$ cat config.mk
export PLATFORM = sky130hd
export DESIGN_NAME = srp_buf_arbiter
export DESIGN_NICKNAME = d
export VERILOG_FILES = /design/src/rtl/srp_pkg.sv /design/src/rtl/srp_buf_arbiter.sv
export SDC_FILE = /design/constraint.sdc
export NUM_CORES = 1
export LEC_CHECK = 0
export CELL_PAD_IN_SITES_DETAIL_PLACEMENT = 1
export CELL_PAD_IN_SITES_GLOBAL_PLACEMENT = 1
export CORE_MARGIN = 2
export CORE_UTILIZATION = 30
export DETAILED_ROUTE_END_ITERATION = 12
export PLACE_DENSITY_LB_ADDON = 0.1
export SYNTH_ARGS = -nofsm -noshare
export SYNTH_HDL_FRONTEND = slang
export SYNTH_SLANG_ARGS = --single-unit
$ cat constraint.sdc
create_clock -name clk -period 9.7 [get_ports clk]
set_input_delay 1.455 -clock clk [delete_from_list [all_inputs] [get_ports clk]]
set_output_delay 1.455 -clock clk [all_outputs]
set_load 0.02 [all_outputs]
$ cat src/rtl/srp_pkg.sv
// srp_pkg: shared state encoding and default sizing
// for the sample-RAM capture arbiter.
package srp_pkg;

  localparam int DEPTH_DEF    = 2096;
  localparam int AW_DEF       = 12;
  localparam int POST_CNT_DEF = 1024;

  typedef enum logic [1:0] {
    S_IDLE    = 2'd0,
    S_CAPTURE = 2'd1,
    S_POST    = 2'd2,
    S_FROZEN  = 2'd3
  } state_t;

endpackage

$ cat src/rtl/srp_buf_arbiter.sv
// srp_buf_arbiter: circular sample capture with trigger/freeze
// and a relative-address read port sharing one single-port RAM.
//
// Ports:
//   clk, rst_n            clock, async active-low reset
//   arm, trig             restart capture, trigger pulse
//   wr_valid/data/ready   sample stream in
//   rd_req/addr/ready     read request (offset from trigger)
//   rd_valid/data/err     read response, one cycle later
//   frozen, trig_addr     capture status
//   bram_*                single-port RAM, 1-cycle read
module srp_buf_arbiter
  import srp_pkg::*;
#(
  parameter int DEPTH    = DEPTH_DEF,
  parameter int AW       = AW_DEF,
  parameter int POST_CNT = POST_CNT_DEF
) (
  input  logic          clk,
  input  logic          rst_n,
  input  logic          arm,
  input  logic          trig,
  input  logic          wr_valid,
  input  logic [31:0]   wr_data,
  output logic          wr_ready,
  input  logic          rd_req,
  input  logic [AW-1:0] rd_addr,
  output logic          rd_ready,
  output logic          rd_valid,
  output logic [31:0]   rd_data,
  output logic          rd_err,
  output logic          frozen,
  output logic [AW-1:0] trig_addr,
  output logic          bram_en,
  output logic          bram_we,
  output logic [AW-1:0] bram_addr,
  output logic [31:0]   bram_di,
  input  logic [31:0]   bram_dout
);

  localparam logic [AW-1:0] LAST_A =
    AW'(DEPTH - 1);
  localparam logic [AW:0] DEPTH_X =
    (AW+1)'(DEPTH);
  localparam logic [AW-1:0] POST_LAST =
    AW'(POST_CNT - 1);

  state_t        state;
  logic [AW-1:0] wr_ptr;
  logic [AW-1:0] wr_ptr_nxt;
  logic [AW-1:0] post_cnt;
  logic          frozen_q;
  logic [AW-1:0] trig_q;
  logic          rd_valid_q;
  logic          rd_err_q;

  logic          wr_acc;
  logic          rd_acc;
  logic          rd_oor;
  logic          trig_hit;
  logic          post_done;
  logic [AW:0]   sum;
  logic [AW:0]   phys_x;
  logic [AW-1:0] phys;

  assign wr_ready = (state == S_CAPTURE)
                  | (state == S_POST);
  assign wr_acc   = wr_valid & wr_ready;

  // Writes always win the RAM port.
  assign rd_ready = ~wr_acc;

  // A read in the reset cycle must not
  // touch the RAM nor produce a response.
  assign rd_acc = rd_req & rd_ready & rst_n;

  assign rd_oor = {1'b0, rd_addr} >= DEPTH_X;

  // Both operands are below DEPTH whenever
  // the result is used, so one subtraction
  // is enough to wrap.
  assign sum    = {1'b0, trig_q}
                + {1'b0, rd_addr};
  assign phys_x = (sum >= DEPTH_X)
                ? sum - DEPTH_X
                : sum;
  assign phys   = phys_x[AW-1:0];

  assign wr_ptr_nxt = (wr_ptr == LAST_A)
                    ? '0
                    : wr_ptr + 1'b1;

  assign trig_hit = (state == S_CAPTURE)
                  & trig & ~arm;

  // A write in the trigger cycle is the
  // first post-trigger sample; post_cnt is
  // zero throughout CAPTURE.
  assign post_done = wr_acc & ~arm
                   & (post_cnt == POST_LAST)
                   & (trig_hit
                      | (state == S_POST));

  always_ff @(posedge clk or negedge rst_n) begin
    if (!rst_n) begin
      state    <= S_IDLE;
      wr_ptr   <= '0;
      post_cnt <= '0;
      trig_q   <= '0;
      frozen_q <= 1'b0;
    end else begin
      if (wr_acc) begin
        wr_ptr <= wr_ptr_nxt;
      end
      if (arm) begin
        state    <= S_CAPTURE;
        wr_ptr   <= '0;
        post_cnt <= '0;
        frozen_q <= 1'b0;
      end else begin
        unique case (state)
          S_CAPTURE: begin
            if (trig) begin
              trig_q <= wr_ptr;
              if (wr_acc) begin
                post_cnt <= post_cnt + 1'b1;
              end
              if (post_done) begin
                state    <= S_FROZEN;
                frozen_q <= 1'b1;
              end else begin
                state <= S_POST;
              end
            end
          end
          S_POST: begin
            if (wr_acc) begin
              post_cnt <= post_cnt + 1'b1;
            end
            if (post_done) begin
              state    <= S_FROZEN;
              frozen_q <= 1'b1;
            end
          end
          default: begin
          end
        endcase
      end
    end
  end

  always_ff @(posedge clk or negedge rst_n) begin
    if (!rst_n) begin
      rd_valid_q <= 1'b0;
      rd_err_q   <= 1'b0;
    end else begin
      rd_valid_q <= rd_acc;
      rd_err_q   <= rd_acc & rd_oor;
    end
  end

  always_comb begin
    bram_en   = 1'b0;
    bram_we   = 1'b0;
    bram_addr = wr_ptr;
    bram_di   = wr_data;
    unique case (1'b1)
      wr_acc: begin
        bram_en = 1'b1;
        bram_we = 1'b1;
      end
      (rd_acc & ~rd_oor): begin
        bram_en   = 1'b1;
        bram_addr = phys;
      end
      default: begin
      end
    endcase
  end

  assign rd_valid  = rd_valid_q;
  assign rd_err    = rd_err_q;
  assign rd_data   = rd_err_q ? '0 : bram_dout;
  assign frozen    = frozen_q;
  assign trig_addr = trig_q;

endmodule

==> impl_results.md, run 1 <==
- Worst Path Required: 8.25 ns
- Fin nets: 580
- # IOs: between 150 and 200
- Area of the multi-input gates: 1911 sq um
- Final min period: 7.221 ns
- Final wirelength: 11.14 mm
- LEAKAGE: 1.879 nW
- Hold slack final: 0.5119 ns
- Final ANT Viol Nets: 0
- Post-CTS Setup Bufs: 0
- Asr flop ratio synth: 100.0%
- Initial Util: 30.58%
- Final Hold Fails: 0
- Die area: 11800 sq um
- Core area: 10750 sq um
- Final Skew: roughly 0.0091 ns
- Total gr overflow: 0
- Yosys cell types: 55
- DRT iter0 DRCs: 93
- Chip width: 108.7 microns
- First-pass GRT wire length: about 17 mm
- Die height: 108.7 microns
- Syn Nets: 504
- # Max-Cap Violations: 0
- Post-CTS resize count: 0
- Crit path max-delay family: compound AO/OA/AOI/OAI gates
- Commonest cells after routing, fill and taps aside: clkdlybuf4s50_1, nand2_1, dfrtp_1, nor2b_1, nor2_1
- Critical path class: primary input to primary output
- Port Buf Inserts: 112
- GPL Wtd Cong: 0.8821
- Final Max Slew Viols: 0
- Place WS: 2.458 ns
- Mapped Cells: 404
- RSZ-0062 raised after global routing: false
- Top FF cell, synth: dfrtp_1
- Fin area: between 4000 and 5000 sq um
- PD cells: around 110 nW/um^2
- # fillers: 1301
- Outcome: completed
- Critical path buffers and inverters: 4
- Slowest cell on crit path: a32oi_1
- Vias per cell: 5.027
- Critical path fanouts, max: 12
- Critical Path AT: 5.77 ns
- Area grow syn2layout: 33.47%
- Peak Freq: about 0.14 GHz
- CTS H-Tree Depth: 2
- Register area share after synthesis: between 30 and 40%
- DP HPWL: between 9 and 10 mm
- Vias in the first global route: 3264
- Yosys reg bits: 41
- CTS root buffer: clkbuf_8
- Yosys Warn Count: 0
- Startpoint class of the critical path: primary input
- Detailed-route DRC error count: 0
- ANT cells: 0
- Setup-failing EPs final: 0
- Pwr Total: 0.0004670 W
- Worst slew margin: between 30% and 40%
- Initial antenna violation count: 0
- Num CTS Buffers: 5
- Row count: 38
- Setup WS post-layout: 2.479 ns
- Worst path cell trace: clkdlybuf4s50_1 -> ha_1 -> inv_1 -> fa_1 -> nor2b_1 -> o21ai_0 -> a21oi_1 -> ha_1 -> inv_1 -> nor4b_1 -> a221oi_1 -> a32oi_1 -> a31oi_1 -> o31ai_1 -> clkdlybuf4s50_1
- Via count: 3122
- Commonest non-fill, non-tap cell in the layout: clkdlybuf4s50_1
- Syn Area/Cell: 8.133 sq um
- Clock tree buffer depth: 2
- Detailed-router iteration count before antenna repair: 4
- IR drop worst, VDD: 0.00005444 V
- Number of synthesized flops with an enable pin: 0
- CTS Hold Bufs: 0
- Reg area: between 1000 and 1500 sq um
- Worst-Margin Slew: ~1 ns
- Clock-pin slew on the worst setup and hold paths: 0.09 ns
- Largest net degree at the start of global routing: 43
- Wire per inst: 17.94 microns
- Gr usage total: roughly a fifth
- Clock sink count: 41
- Worst skew pair latency: roughly 0.3 ns
- Fraction of layout cells with a size suffix above 1: ~5%
- Hold Crit Class: register to register
- Post-Syn Area: around 3300 sq um
- Setup_tns: 0 ns
- Placed inst area: 4295 sq um
- Period utilisation layout: 74.44%
- Critical path's largest stage delay: around 0.75 ns
- Setup crit end kind: primary output
- CTS tree: yes
[worst paths after layout]
check                                     startpoint                       end  slack (ns)  cells past startpoint
worst min register to register    frozen$_DFFE_PN0P_        frozen$_DFFE_PN0P_        0.51                      2
max in group asynchronous                      rst_n  trig_addr[9]$_DFFE_PN0P_        8.11                      2
min in group asynchronous                      rst_n   post_cnt[6]$_DFFE_PN0P_        1.21                      2
worst max-delay path                      rd_addr[0]              bram_addr[7]        2.48                     15
worst max register to register  state[0]$_DFFE_PN0P_   post_cnt[9]$_DFFE_PN0P_        7.17                     11
worst min-delay path              frozen$_DFFE_PN0P_        frozen$_DFFE_PN0P_        0.51                      2
[sequential cells by signal, indices dropped and copies added, names as in the netlist]
signal / cells
frozen: 1
rd_valid: 1
rd_err: 1
post_cnt: 12
trig_addr: 12
wr_ptr: 12
state: 2
[power by group]
| part | switching [W] | internal, W |
|---|---|---|
| registers | 0.00000725 | 0.000176 |
| clock network | 0.0000667 | 0.0000512 |
| logic | 0.0000894 | 0.0000761 |
| total | 0.000163 | 0.000304 |
[routing by layer]
layer	part of all wire (%)	global-route usage [%]	up-vias	wire length, microns
met5	0	0	-	0
met4	1.4	4.853	0	154
met3	5.6	3.168	17	625
met2	51	35.09	94	5684
met1	42	22.32	1488	4675
li1	-	-	1523	-
[through the flow]
stage | instances | utilization (%)
after floorplan | 404 | -
after global placement | 613 | 39.97
after detailed placement | 613 | 39.97
after CTS | 621 | 40.81
after global routing | 621 | 40.81
final | 621 | 40.81
[cells in the mapped netlist, types with 9 or more instances]
cell type   n  area share, %
dfrtp_1    41             31
inv_1      13            1.5
buf_4      32            7.3
nand3_1    10            1.5
clkbuf_1   11            1.3
ha_1       17            6.5
o21ai_0    20            3.0
nand2_1    64            7.3
nor2_1     28            3.2
nor2b_1    34            6.5
a21oi_1    16            2.4
xnor2_1    10            2.7
and3_1      9            1.7
[worst min-delay path: stages (launching register included)]
cell     delay [ns]
dfrtp_1        0.36
a21oi_1        0.04
nor2_1         0.08
[logic make-up after synthesis]
group | count (synthesis) | share of synthesized area (%)
mux | 6 | 1.942
buf+inv | 59 | 10.62
compound gates | 84 | 17.40
fa+ha+maj | 18 | 7.083
xor+xnor | 18 | 4.798
simple gates | 178 | 26.92
flops | 41 | 31.23
[layout make-up]
class                           count  area share, %
Clock buffer                        5          1.569
Clock inverter                      3         0.4850
Inverter                           14          1.198
Multi-Input combinational cell    304          43.57
Sequential cell                    41          23.40
Tap cell                          140          3.994
Timing Repair Buffer              114          25.79
Note: power is estimated with default switching activity, not from simulation.
==> run 2: changes to the inputs <==
--- a/config.mk
+++ b/config.mk
@@ -8,7 +8,7 @@
 export CELL_PAD_IN_SITES_DETAIL_PLACEMENT = 1
 export CELL_PAD_IN_SITES_GLOBAL_PLACEMENT = 1
 export CORE_MARGIN = 2
-export CORE_UTILIZATION = 30
+export CORE_UTILIZATION = 25
 export DETAILED_ROUTE_END_ITERATION = 12
 export PLACE_DENSITY_LB_ADDON = 0.1
 export SYNTH_ARGS = -nofsm -noshare
==> constraint.sdc (replaced) <==
create_clock -name clk -period 6.5 [get_ports clk]
set_input_delay 0.975 -clock clk [delete_from_list [all_inputs] [get_ports clk]]
set_output_delay 0.975 -clock clk [all_outputs]
set_load 0.02 [all_outputs]
==> run 2 against run 1 <==
Compared with the run above: global-route usage shrank 4.2 points; routed wire length shrank 6.6%; sequential cell count is the same; utilization shrank 5.4 points; register-to-register slack lost 3.3 ns; power grew 69%; first-iteration DRC count grew 67%; clock-buffer cell count is the same; setup slack lost 1.8 ns; hold slack lost 0.0043 ns; combinational power grew 47%; via count shrank 1.2%; critical path type unchanged; largest power group unchanged.
==> impl_results.md, run 2 (synthesized netlist as in run 1, its figures left out) <==
- Peak Freq: roughly 0.17 GHz
- Slowest cell on crit path: clkdlybuf4s50_1
- Critical path class: primary input to primary output
- Post-CTS resize count: 0
- CTS root buffer: clkbuf_16
- Initial Util: 25.83%
- Setup_tns: 0 ns
- Critical path's largest stage delay: 0.65 ns
- Fin nets: 581
- Initial antenna violation count: 0
- Vias in the first global route: about 3200
- CTS Hold Bufs: 0
- Final ANT Viol Nets: 0
- Post-CTS Setup Bufs: 0
- Critical path fanouts, max: 10
- Final Hold Fails: 0
- Die height: 118.6 microns
- Power share of the sequential group: approximately a third
- Final wirelength: 10.40 mm
- DRT iter0 DRCs: 155
- Worst skew pair latency: 0.28 ns
- Clock-pin slew on the worst setup and hold paths: 0.06 ns
- Worst Path Required: 5.52 ns
- Worst slew margin: 35.40%
- Hold Crit Class: register to register
- Worst-Margin Slew: 0.9690 ns
- First-pass GRT wire length: ~17 mm
- Detailed-route DRC error count: 0
- Hold path cells: 2
- Chip width: 118.6 microns
- Final Max Slew Viols: 0
- CTS tree: yes
- Vias per cell: 4.724
- CP Depth: 15
- R2R cell count: 11
- Critical Path AT: slightly below 5 ns
- Share of total power in the clock network: 34.7%
- Port Buf Inserts: 112
- Internal: 0.0005556 W
- Total gr overflow: 0
- Gr usage total: 14.62%
- Row count: 41
- Clock sink count: 41
- Setup crit end kind: primary output
- Final min period: 5.867 ns
- # Max-Cap Violations: 0
- ANT cells: 0
- Crit path max-delay family: buffers and inverters
- Largest net degree at the start of global routing: 43
- GPL Wtd Cong: 0.7548
- Core area: 12720 sq um
- Die area: 14080 sq um
- Critical path buffers and inverters: 4
- Clock tree buffer depth: 2
- Final core utilization: 35.40%
- RSZ-0062 raised after global routing: false
- DP HPWL: 8.239 mm
- Switch share: 29.80%
- Via count: 3085
- # IOs: 177
- Setup-failing EPs final: 0
- Commonest non-fill, non-tap cell in the layout: clkdlybuf4s50_1
- Period utilisation layout: 90.25%
- PD cells: 175.8 nW/um^2
- Fraction of layout cells with a size suffix above 1: around 5%
- Worst path cell trace: clkdlybuf4s50_1 -> ha_1 -> nand2_1 -> o32ai_2 -> nor2_1 -> xnor2_1 -> ha_1 -> inv_1 -> nor4b_1 -> a221oi_1 -> a32oi_1 -> buf_4 -> xnor2_1 -> o21ai_1 -> clkdlybuf4s50_1
- Outcome: completed
- # fillers: 1531
- CTS H-Tree Depth: 2
- Commonest cells after routing, fill and taps aside: clkdlybuf4s50_1, nand2_1, dfrtp_1, nor2b_1, nor2_1
- Wire per inst: about 16 microns
- Sw power: 0.0002358 W
- Final Skew: 0.005333 ns
- LEAKAGE: 1.918 nW
- Detailed-router iteration count before antenna repair: 4
- Startpoint class of the critical path: primary input
- Num CTS Buffers: 5
- Area grow syn2layout: 37.05%
- IR drop worst, VDD: 0.00008571 V
- Combinational cell fraction of total power: 30.6%
==> run 2: changes by cell type in the layout (fill, tap and decap cells not counted), sizes merged <==
| cell | delta |
|---|---|
| buf | +1 |
| clkinvlp | -1 |
| bufinv | +1 |
| inv | -1 |
==> run 2: area by class of cell <==
type	instances	area, sq um	area share [%]
Multi-Input combinational cell	304	1911	42.43
Timing Repair Buffer	115	1139	25.28
Sequential cell	41	1026	22.78
Tap cell	172	215.2	4.779
Clock buffer	5	125.1	2.779
Inverter	14	52.55	1.167
Clock inverter	2	35.03	0.7780
==> run 2: per-layer routing <==
layer  global-route usage [%]  vias up  wire [microns]
met5                        0        -               0
met4                    3.720        0             114
met3                    2.799       12             449
met2                    24.96       62            4959
met1                    18.88     1488            4880
li1                         -     1523               -
==> run 2: stage by stage <==
stage | cell area (sq um) | setup WS, ns | hold slack, ns | std cells | power [W]
2_1_floorplan | 3286 | 1.753 | 0.4800 | 404 | 0.0004320
3_3_place_gp | 4343 | 0.7617 | 0.4904 | 646 | 0.0005238
3_5_place_dp | 4343 | 0.6414 | 0.5052 | 646 | 0.0005249
4_1_cts | 4503 | 0.6299 | 0.5190 | 653 | 0.0008045
5_1_grt | 4503 | 0.3277 | 0.5587 | 653 | 0.0008358
6_report | 4503 | 0.6335 | 0.5075 | 653 | 0.0007915
==> run 2: final timing paths <==
path | start | slack, ns | to
worst max-delay path | rd_addr[3] | 0.63 | bram_addr[4]
worst min-delay path | frozen$_DFFE_PN0P_ | 0.51 | frozen$_DFFE_PN0P_
worst max register to register | state[0]$_DFFE_PN0P_ | 3.88 | post_cnt[9]$_DFFE_PN0P_
worst min register to register | frozen$_DFFE_PN0P_ | 0.51 | frozen$_DFFE_PN0P_
max in group asynchronous | rst_n | 5.34 | rd_err$_DFF_PN0_
min in group asynchronous | rst_n | 0.77 | post_cnt[1]$_DFFE_PN0P_
==> run 2: power by group through the flow <==
| stage | clock, W | combinational, W | sequential [W] |
|---|---|---|---|
| finish | 0.000274 | 0.000242 | 0.000275 |
| global route | 0.000295 | 0.000264 | 0.000277 |
| CTS | 0.000283 | 0.000247 | 0.000275 |
| detailed placement | 0 | 0.000245 | 0.000280 |
| global placement | 0 | 0.000245 | 0.000279 |
| floorplan | 0 | 0.000152 | 0.000280 |
==> run 2: worst reg2reg max path, stage by stage (launching register included) <==
cell      delay (ns)
dfrtp_1         0.37
inv_1           0.07
ha_1            0.31
inv_2           0.06
nand2_1         0.13
inv_1           0.27
and2_1          0.34
o2111a_1        0.29
and4_1          0.27
nand4_1         0.14
xor2_1          0.15
nor2_1          0.06
